[src/rtl/pipe_reg_pkg.sv]
// Shared helpers for the multi-port bubble-collapsing pipe register:
// level-width sizing and parameter legality.
package pipe_reg_pkg;

  function automatic int lvl_w(input int depth);
    return $clog2(depth + 1);
  endfunction

  function automatic bit cfg_legal(input int depth, input int nports, input int cnt_w);
    return (depth >= 1) && (nports >= 1) && (cnt_w >= 1);
  endfunction

endpackage

[src/rtl/pipe_reg_stage.sv]
// One slot of the collapsing chain: a valid flag plus its data word.
// A load takes priority over a departure; a departing slot with nothing arriving clears to zero.
module pipe_reg_stage
  import pipe_reg_pkg::*;
#(
  parameter int DSIZE = 8
) (
  input  logic             clock,
  input  logic             rst_n,
  input  logic             load,
  input  logic [DSIZE-1:0] in_data,
  input  logic             go,
  output logic             valid,
  output logic [DSIZE-1:0] data
);

  always_ff @(posedge clock) begin
    if (!rst_n) begin
      valid <= 1'b0;
      data  <= '0;
    end else if (load) begin
      valid <= 1'b1;
      data  <= in_data;
    end else if (go) begin
      valid <= 1'b0;
      data  <= '0;
    end
  end

endmodule

[src/rtl/pipe_reg_nwrite_ports.sv]
// DEPTH-stage bubble-collapsing register chain fed by NPORTS fixed-priority write ports.
// Optional saturating drop counter output enabled by defining PIPE_REG_DROP_CNT_EN.
module pipe_reg_nwrite_ports
  import pipe_reg_pkg::*;
#(
  parameter int DSIZE  = 8,
  parameter int NPORTS = 2,
  parameter int DEPTH  = 4,
  parameter int CNT_W  = 16
) (
  input  logic                      clock,
  input  logic                      rst_n,
  input  logic [NPORTS-1:0]         wr_en,
  input  logic [NPORTS*DSIZE-1:0]   indata,
  input  logic                      low_empty,
  output logic [NPORTS-1:0]         wr_ack,
  output logic                      wr_drop,
  output logic                      valid,
  output logic                      curr_empty,
  output logic                      sum_empty,
  output logic [DSIZE-1:0]          outdata,
  output logic [lvl_w(DEPTH)-1:0]   level,
  output logic                      full
`ifdef PIPE_REG_DROP_CNT_EN
  ,
  output logic [CNT_W-1:0]          drop_cnt
`endif
);

  localparam int LW = lvl_w(DEPTH);

  if (!cfg_legal(DEPTH, NPORTS, CNT_W)) begin : g_bad_cfg
    $error("pipe_reg_nwrite_ports: DEPTH, NPORTS and CNT_W must all be >= 1");
  end

  logic [DEPTH-1:0] stg_vld;
  logic [DEPTH-1:0] stg_go;
  logic [DSIZE-1:0] stg_data [DEPTH];
  logic [DSIZE-1:0] win_data;
  logic             accept;
  logic             wr_acc;
  logic             out_go;

  // Advance chain: a stage moves when the next one is empty or itself moving,
  // resolved tail to head so a full chain can shift as a whole in one cycle.
  always_comb begin
    logic [DEPTH-1:0] g;
    g = '0;
    g[DEPTH-1] = stg_vld[DEPTH-1] & low_empty;
    for (int k = DEPTH - 2; k >= 0; k--) begin
      g[k] = stg_vld[k] & (~stg_vld[k+1] | g[k+1]);
    end
    stg_go = g;
  end

  assign out_go = stg_go[DEPTH-1];

  // Fixed-priority write select: lowest asserted port wins stage 0
  always_comb begin
    logic found;
    found    = 1'b0;
    wr_ack   = '0;
    win_data = '0;
    accept   = ~stg_vld[0] | stg_go[0];
    if (rst_n && accept) begin
      for (int p = 0; p < NPORTS; p++) begin
        if (wr_en[p] && !found) begin
          found     = 1'b1;
          wr_ack[p] = 1'b1;
          win_data  = indata[p*DSIZE +: DSIZE];
        end
      end
    end
    wr_acc  = found;
    wr_drop = rst_n & (|(wr_en & ~wr_ack));
  end

  for (genvar k = 0; k < DEPTH; k++) begin : g_stage
    logic             ld;
    logic [DSIZE-1:0] ld_data;
    if (k == 0) begin : g_head
      assign ld      = wr_acc;
      assign ld_data = win_data;
    end else begin : g_body
      assign ld      = stg_go[k-1];
      assign ld_data = stg_data[k-1];
    end

    pipe_reg_stage #(
      .DSIZE(DSIZE)
    ) u_stage (
      .clock  (clock),
      .rst_n  (rst_n),
      .load   (ld),
      .in_data(ld_data),
      .go     (stg_go[k]),
      .valid  (stg_vld[k]),
      .data   (stg_data[k])
    );
  end

  // Occupancy tracking
  always_ff @(posedge clock) begin
    if (!rst_n) begin
      level <= '0;
    end else if (wr_acc && !out_go) begin
      level <= level + 1'b1;
    end else if (!wr_acc && out_go) begin
      level <= level - 1'b1;
    end
  end

  assign full       = (level == LW'(DEPTH));
  assign valid      = stg_vld[DEPTH-1];
  assign outdata    = valid ? stg_data[DEPTH-1] : '0;
  assign curr_empty = ~valid;
  assign sum_empty  = curr_empty | low_empty;

`ifdef PIPE_REG_DROP_CNT_EN
  function automatic logic [CNT_W-1:0] sat_inc(input logic [CNT_W-1:0] c);
    return (&c) ? c : c + 1'b1;
  endfunction

  // One count per dropping cycle, regardless of how many ports lost
  always_ff @(posedge clock) begin
    if (!rst_n) begin
      drop_cnt <= '0;
    end else if (wr_drop) begin
      drop_cnt <= sat_inc(drop_cnt);
    end
  end
`endif

endmodule

[config.mk]
export PLATFORM = sky130hd
export DESIGN_NAME = pipe_reg_nwrite_ports
export DESIGN_NICKNAME = d
export VERILOG_FILES = /design/src/rtl/pipe_reg_pkg.sv /design/src/rtl/pipe_reg_stage.sv /design/src/rtl/pipe_reg_nwrite_ports.sv
export SDC_FILE = /design/constraint.sdc
export NUM_CORES = 1
export LEC_CHECK = 0
export BUFFER_PORTS_ARGS = -buffer_cell sky130_fd_sc_hd__buf_4
export CELL_PAD_IN_SITES_DETAIL_PLACEMENT = 0
export CELL_PAD_IN_SITES_GLOBAL_PLACEMENT = 1
export CORE_AREA = 8 8 96 55
export CTS_BUF_LIST = sky130_fd_sc_hd__clkbuf_4 sky130_fd_sc_hd__clkbuf_8
export DETAILED_ROUTE_END_ITERATION = 10
export DIE_AREA = 0 0 104 63
export MAX_ROUTING_LAYER = met4
export PLACE_DENSITY = 0.87
export SLEW_MARGIN = 10
export SYNTH_ARGS = -nofsm -noshare
export SYNTH_HDL_FRONTEND = slang
export SYNTH_SLANG_ARGS = --single-unit
[constraint.sdc]
create_clock -name clock -period 3.9 [get_ports clock]
set_input_delay 0.585 -clock clock [delete_from_list [all_inputs] [get_ports clock]]
set_output_delay 0.585 -clock clock [all_outputs]
set_load 0.1 [all_outputs]
==> results_dict.tcl, run 1 <==
set metrics [dict create \
    root_buffer "clkbuf_8" \
    post-route-cell-area_sq_um 2068 \
    drt-wirelength-per-cell_um 14.48 \
    hold_path_startpoint "g_stage[0].u_stage.data[5]$_SDFFE_PN0P_" \
    maxCapViolations 0 \
    start_util_pct 41.05 \
    pwr-share-clk_pct 34.1 \
    nets 235 \
    maxSlewViolCount 0 \
    top_level_ports 39 \
    synth_top_area_share_pct 47.06 \
    drt-initial-drc-count 123 \
    worstSetupEndpointType "output port" \
    cts_tree "done" \
    grtUsageTotal_pct 12.35 \
    tns_ps 0 \
    path_class "reg2out" \
    syn_nets 201 \
    hold_path.class "reg2reg" \
    via_count 1453 \
    synth_seq_area_share_pct 47.06 \
    grt_remaining_overflow 0 \
    synth.area.top_cells "dfxtp_1 47%, a22o_1 4.2%, a32oi_1 4.2%, a21oi_1 3.9%, a22oi_1 3.2%" \
    use_met1_pct 17.41 \
    pwr-share-comb_pct 17.2 \
    synth_edf_count 0 \
    ys_warn_count 0 \
    hold_violations 0 \
    status "complete, no violations" \
    htree_num_levels 2 \
    power.density_nw_per_um2 428.8 \
    rsz0062_at_grt "no" \
    syn_avg_cell_area_sq_um 9.321 \
    clock_latency_ps 280 \
    clock-sinks 39 \
    clk_path_buf_depth 2 \
    finalCritPeriodShare_pct 64.66 \
    ir_drop_v 0.0002022 \
    finClkSkew_ps 7.337 \
    antenna_found_initial 0 \
    port-buffer-count 38 \
    max_freq_mhz 396.5 \
    cts_resized 0 \
    seq_power_share_pct 48.7 \
    crit_slowest_cell "dfxtp_1" \
    drive_gt1_share_pct 25.35 \
    synthArstFlopShare_pct 0 \
    startpoint "g_stage[2].u_stage.valid$_SDFFE_PN0P_" \
    hpwl_um 2862 \
    hold_ws_ps 465.8 \
    place_area_sq_um 1964 \
    switchingPower_uw 255.2 \
    cp.required_ps 3310 \
    gp_congestion 0.8107 \
    area_delta_synth_final_pct 24.66 \
    ant_nets 0 \
    critPathMaxStageDelay_ps 710 \
    cts_hold_buf 0 \
    die_y_um 63 \
    r2r_start "g_stage[2].u_stage.valid$_SDFFE_PN0P_" \
    timing.rr.end "level[2]$_SDFFE_PN0P_" \
    core-area_sq_um 4041 \
    synth_largest_area_cell "dfxtp_1" \
    drc 0 \
    period_needed_ps 2522 \
    n_antenna_cell 0 \
    grt.busiest_layer "met1" \
    grt_max_degree 27 \
    fin_cells 270 \
    postCtsSetupBuffers 0 \
    dpl.cell_count 262 \
    final.fill_count 396 \
    grt_pass1_wl_um 6568 \
    crit_path_end "wr_drop" \
    drt_first_pass_iters 4 \
    finalSetupViolCount 0 \
    worstRegToRegCells 9 \
    relSlewSlack_pct 49.30 \
    met3_usage_pct 4.218 \
    met2_usage_pct 15.74 \
    cts_inserted_buffers 5 \
    std_cell_rows 17 \
    fp.dieArea_sq_um 6552 \
    wl_um 3910 \
    critical_path_peak_fanout 15 \
    critPathArrivalTime_ps 1940 \
    synth_cells 178 \
    die_x_um 104 \
    power.leakage_uw 0.0008458 \
    cp-start-kind "flip-flop" \
    p_int_uw 631.7 \
    switching_share_pct 28.77 \
    synth_flop_cell "dfxtp_1" \
    r2r_slack_ps 1480 \
    clk_pin_slew_ps 80 \
    ys_ff_latch 39 \
    grt_pass1_vias 1310 \
    routed_via_density 5.381 \
    tightest_slew_ps 739.3 \
    path_cells "and4b_4, nand2_1, a21oi_1, buf_4" \
    netlist_area_sq_um 1659 \
    yosysUniqueCellTypes 40 \
]
worst max-delay path, delay by kind of cell, from the launching register on:
family,cells,cell delay (ps)
and+or+nand+nor,2,490
DFF,1,710
AOI/OAI and AO/OA,1,140
buffers and inverters,1,300
logic make-up (layout without fill, tap and decap cells):
| logic type | after synthesis | in the layout | synth area share, % |
|---|---|---|---|
| adders and majority gates | 2 | 2 | 1.961 |
| muxes | 3 | 3 | 2.036 |
| DFF | 39 | 39 | 47.06 |
| buffers and inverters | 17 | 52 | 4.449 |
| AOI/OAI and AO/OA | 60 | 60 | 24.44 |
| xor gates and xnor gates | 2 | 2 | 1.056 |
| and+or+nand+nor | 55 | 55 | 19.01 |
layer usage:
metal | vias up | wire [um]
met3 | 4 | 309
li1 | 721 | -
met5 | - | 0
met1 | 679 | 2017
met4 | 0 | 18
met2 | 49 | 1565
cell type report:
type                            instances  area [sq um]  area share (%)
Clock buffer                            8         103.9           5.021
Inverter                                6         22.52           1.089
Multi-Input combinational cell        122         804.5           38.90
Sequential cell                        39         780.7           37.75
Tap cell                               57         71.32           3.448
Timing Repair Buffer                   38         285.3           13.79
synth_stat cells (all sizes together) (2+ instances only):
| master | n |
|---|---|
| a21oi | 14 |
| a22o | 8 |
| a22oi | 7 |
| a32oi | 8 |
| and2 | 8 |
| and3 | 2 |
| buf | 7 |
| clkbuf | 4 |
| dfxtp | 39 |
| inv | 6 |
| mux2i | 3 |
| nand2 | 11 |
| nand3 | 9 |
| nand3b | 3 |
| nor2 | 13 |
| o21ai | 12 |
| o22ai | 8 |
| xor2 | 2 |
registers in the layout, summed over array words and instances, names as in the netlist:
| signal | cells |
|---|---|
| g_stage.u_stage.data | 32 |
| g_stage.u_stage.valid | 4 |
| level | 3 |
how the worst min path moves through the flow:
| stage | to | depth (start not counted) | slack [ps] |
|---|---|---|---|
| after floorplan | g_stage[0].u_stage.data[5]$_SDFFE_PN0P_ | 2 | 440 |
| after global placement | g_stage[0].u_stage.data[5]$_SDFFE_PN0P_ | 2 | 450 |
| after detailed placement | g_stage[0].u_stage.data[5]$_SDFFE_PN0P_ | 2 | 460 |
| after CTS | g_stage[0].u_stage.data[5]$_SDFFE_PN0P_ | 2 | 470 |
| after global routing | g_stage[0].u_stage.data[5]$_SDFFE_PN0P_ | 2 | 480 |
| final | g_stage[0].u_stage.data[5]$_SDFFE_PN0P_ | 2 | 470 |
placed cells by master (no fill, tap or decap):
cell type / netlist / final
dfxtp_1: 39 / 39
buf_4: 1 / 38
a21oi_1: 13 / 13
nor2_1: 13 / 13
nand2_1: 11 / 11
o21ai_0: 10 / 10
nand3_1: 9 / 9
and2_1: 8 / 8
a32oi_1: 8 / 8
o22ai_1: 8 / 8
a22o_1: 8 / 8
a22oi_1: 7 / 7
clkbuf_8: 0 / 7
inv_1: 5 / 5
nand3b_1: 3 / 3
and3_1: 2 / 2
mux2i_1: 2 / 2
xor2_1: 2 / 2
nand4b_4: 1 / 1
o21a_1: 1 / 1
o21ai_2: 1 / 1
nand2b_1: 1 / 1
and4b_4: 1 / 1
nor3b_1: 1 / 1
nor2b_1: 1 / 1
o21ai_1: 1 / 1
inv_2: 1 / 1
a2111oi_0: 1 / 1
a211o_1: 1 / 1
and3b_1: 1 / 1
mux2i_2: 1 / 1
nor3_4: 1 / 1
or2_2: 1 / 1
a21oi_2: 1 / 1
or3_1: 1 / 1
fa_1: 1 / 1
ha_1: 1 / 1
clkbuf_4: 0 / 1
power groups by stage:
stage / registers (uW) / logic (uW) / clock network (uW)
2_1_floorplan: 469 / 81.2 / 0
3_3_place_gp: 441 / 151 / 0
3_5_place_dp: 441 / 152 / 0
4_1_cts: 432 / 153 / 307
5_1_grt: 435 / 163 / 328
6_report: 432 / 153 / 302
through the flow:
stage          worst slack, ps  utilization (%)  power [uW]
4_1_cts                   1383            51.18       891.8
6_report                  1378            51.18       886.8
2_1_floorplan            56.18                -       550.0
3_3_place_gp              1516            48.61       591.9
3_5_place_dp              1470            48.61       593.3
5_1_grt                   1268            51.18       925.7
Power figures use the tool's default switching activity.
==> run 2, diff against run 1 <==
- CORE_AREA: 8 8 96 55 -> 8 8 104 59
- DIE_AREA: 0 0 104 63 -> 0 0 112 67
- PLACE_DENSITY: 0.87 -> 0.78
- clock period: 3.9 -> 2.1 ns (I/O delays scaled with it)
==> results_dict.tcl, run 2 (synthesis gave the netlist of run 1 again) <==
set metrics [dict create \
    maxCapViolations 0 \
    worstSetupEndpointType "output port" \
    finClkSkew_ps 6.976 \
    critPathMaxStageDelay_ps 390 \
    gp_congestion 0.7821 \
    grt_pass1_vias 1376 \
    hpwl_um 2997 \
    grt_remaining_overflow 0 \
    max_freq_mhz 503.9 \
    power.leakage_uw 0.0008756 \
    die_y_um 67 \
    n_antenna_cell 0 \
    power.density_nw_per_um2 746.3 \
    ir_drop_v 0.0003134 \
    hold_path.class "in2reg" \
    clk_path_buf_depth 2 \
    final.fill_count 479 \
    via_count 1439 \
    cp-start-kind "flip-flop" \
    maxSlewViolCount 0 \
    fp.dieArea_sq_um 7504 \
    die_x_um 112 \
    area_delta_synth_final_pct 30.32 \
    drive_gt1_share_pct 31.36 \
    relSlewSlack_pct 53.94 \
    hold_violations 0 \
    nets 242 \
    root_buffer "clkbuf_8" \
    finalCritPeriodShare_pct 94.50 \
    drt_first_pass_iters 4 \
    postCtsSetupBuffers 0 \
    grt_max_degree 19 \
    tightest_slew_ps 671.6 \
    top_level_ports 39 \
    cts_tree "done" \
    path_cells "buf_6, and4b_4, nand2_1, and3_1, buf_4" \
    std_cell_rows 18 \
    critPathArrivalTime_ps 1670 \
    power_uw 1614 \
    port-buffer-count 38 \
    grtUsageTotal_pct 11.10 \
    cp.required_ps 1780 \
    cts_inserted_buffers 5 \
    r2r_slack_ps 160 \
    core-area_sq_um 4684 \
    antenna_found_initial 0 \
    largest_reg_flops 32 \
    clock-sinks 39 \
    drt-initial-drc-count 56 \
    path_class "reg2out" \
    utilization_pct 46.15 \
    fin_ws_ps 115.4 \
    drc 0 \
    reg.largest.list "g_stage.u_stage.data x32, g_stage.u_stage.valid x4, level x3" \
    layout_commonest_cell "buf_4" \
    ant_nets 0 \
    finalSetupViolCount 0 \
    layout_common_cells "42 x buf_4, 36 x dfxtp_1, 13 x nor2_1" \
    period_needed_ps 1985 \
    crit_slowest_cell "dfxtp_1" \
    drt-wirelength-per-cell_um 14.12 \
    wl_um 3954 \
    regMostFlops "g_stage.u_stage.data" \
    clk_pin_slew_ps 70 \
    status "complete, no violations" \
    grt_pass1_wl_um 6555 \
    clock_latency_ps 290 \
    dp_slack_ps 95.72 \
    hold_ws_ps 329.3 \
    routed_via_density 5.139 \
    htree_num_levels 2 \
    start_util_pct 35.42 \
    critical_path_peak_fanout 12 \
    rsz0062_at_grt "no" \
]
run 2: cell count changes in the layout (fill, tap and decap cells not counted), sizes merged:
cell	previous run	this run
buf	38	45
clkbuf	8	6
clkinv	0	1
clkinvlp	0	1
run 2: final cells by class:
| type | instances | area (sq um) | share of cell area [%] |
|---|---|---|---|
| multi-input cells | 122 | 839.6 | 38.83 |
| flip-flops and latches | 39 | 787.0 | 36.40 |
| repair buffers | 45 | 349.1 | 16.15 |
| clock buffers | 6 | 76.32 | 3.530 |
| well taps | 60 | 75.07 | 3.472 |
| inverters | 6 | 22.52 | 1.042 |
| clock inverters | 2 | 12.51 | 0.5787 |
run 2: where the power goes:
| group | internal [uW] | leakage (uW) | switching [uW] | total [uW] |
|---|---|---|---|---|
| registers | 769 | 0.000319 | 30.3 | 800 |
| clock network | 245 | 0.0000446 | 259 | 504 |
| logic | 107 | 0.000512 | 203 | 310 |
| total | 1120 | 0.000876 | 492 | 1610 |
run 2: final timing paths:
kind                                           startpoint  cells past startpoint                                 endpoint
hold / removal                                 indata[13]                      3  g_stage[0].u_stage.data[5]$_SDFFE_PN0P_
setup reg to reg    g_stage[0].u_stage.valid$_SDFFE_PN0P_                      9                    level[2]$_SDFFE_PN0P_
setup / recovery    g_stage[1].u_stage.valid$_SDFFE_PN0P_                      5                                wr_ack[0]
hold reg to reg   g_stage[1].u_stage.data[0]$_SDFFE_PN0P_                      2  g_stage[2].u_stage.data[0]$_SDFFE_PN0P_
run 2: layer usage:
metal	wire [um]	track usage, %
met1	2150	14.75
met2	1530	14.46
met3	254	4.509
met4	17	4.160
met5	0	-
run 2: metrics by stage:
step           TNS [ps]  std cells  area, sq um
2_1_floorplan    -27.87        178         1708
3_3_place_gp          0        272         2061
3_5_place_dp          0        272         2061
4_1_cts               0        280         2150
5_1_grt               0        280         2162
6_report              0        280         2162
run 2: what timing repair did:
action,4_1_cts,5_1_grt
endpoints found under the setup margin,0,3
hold endpoints to repair,0,0
hold buffers,0,0
resized for setup,0,4
run 2: worst max-delay path: cells and delay by family, from the launching register on:
| kind | cells | cell delay, ps |
|---|---|---|
| buffers and inverters | 2 | 400 |
| flip-flops | 1 | 390 |
| AND/OR/NAND/NOR | 3 | 610 |
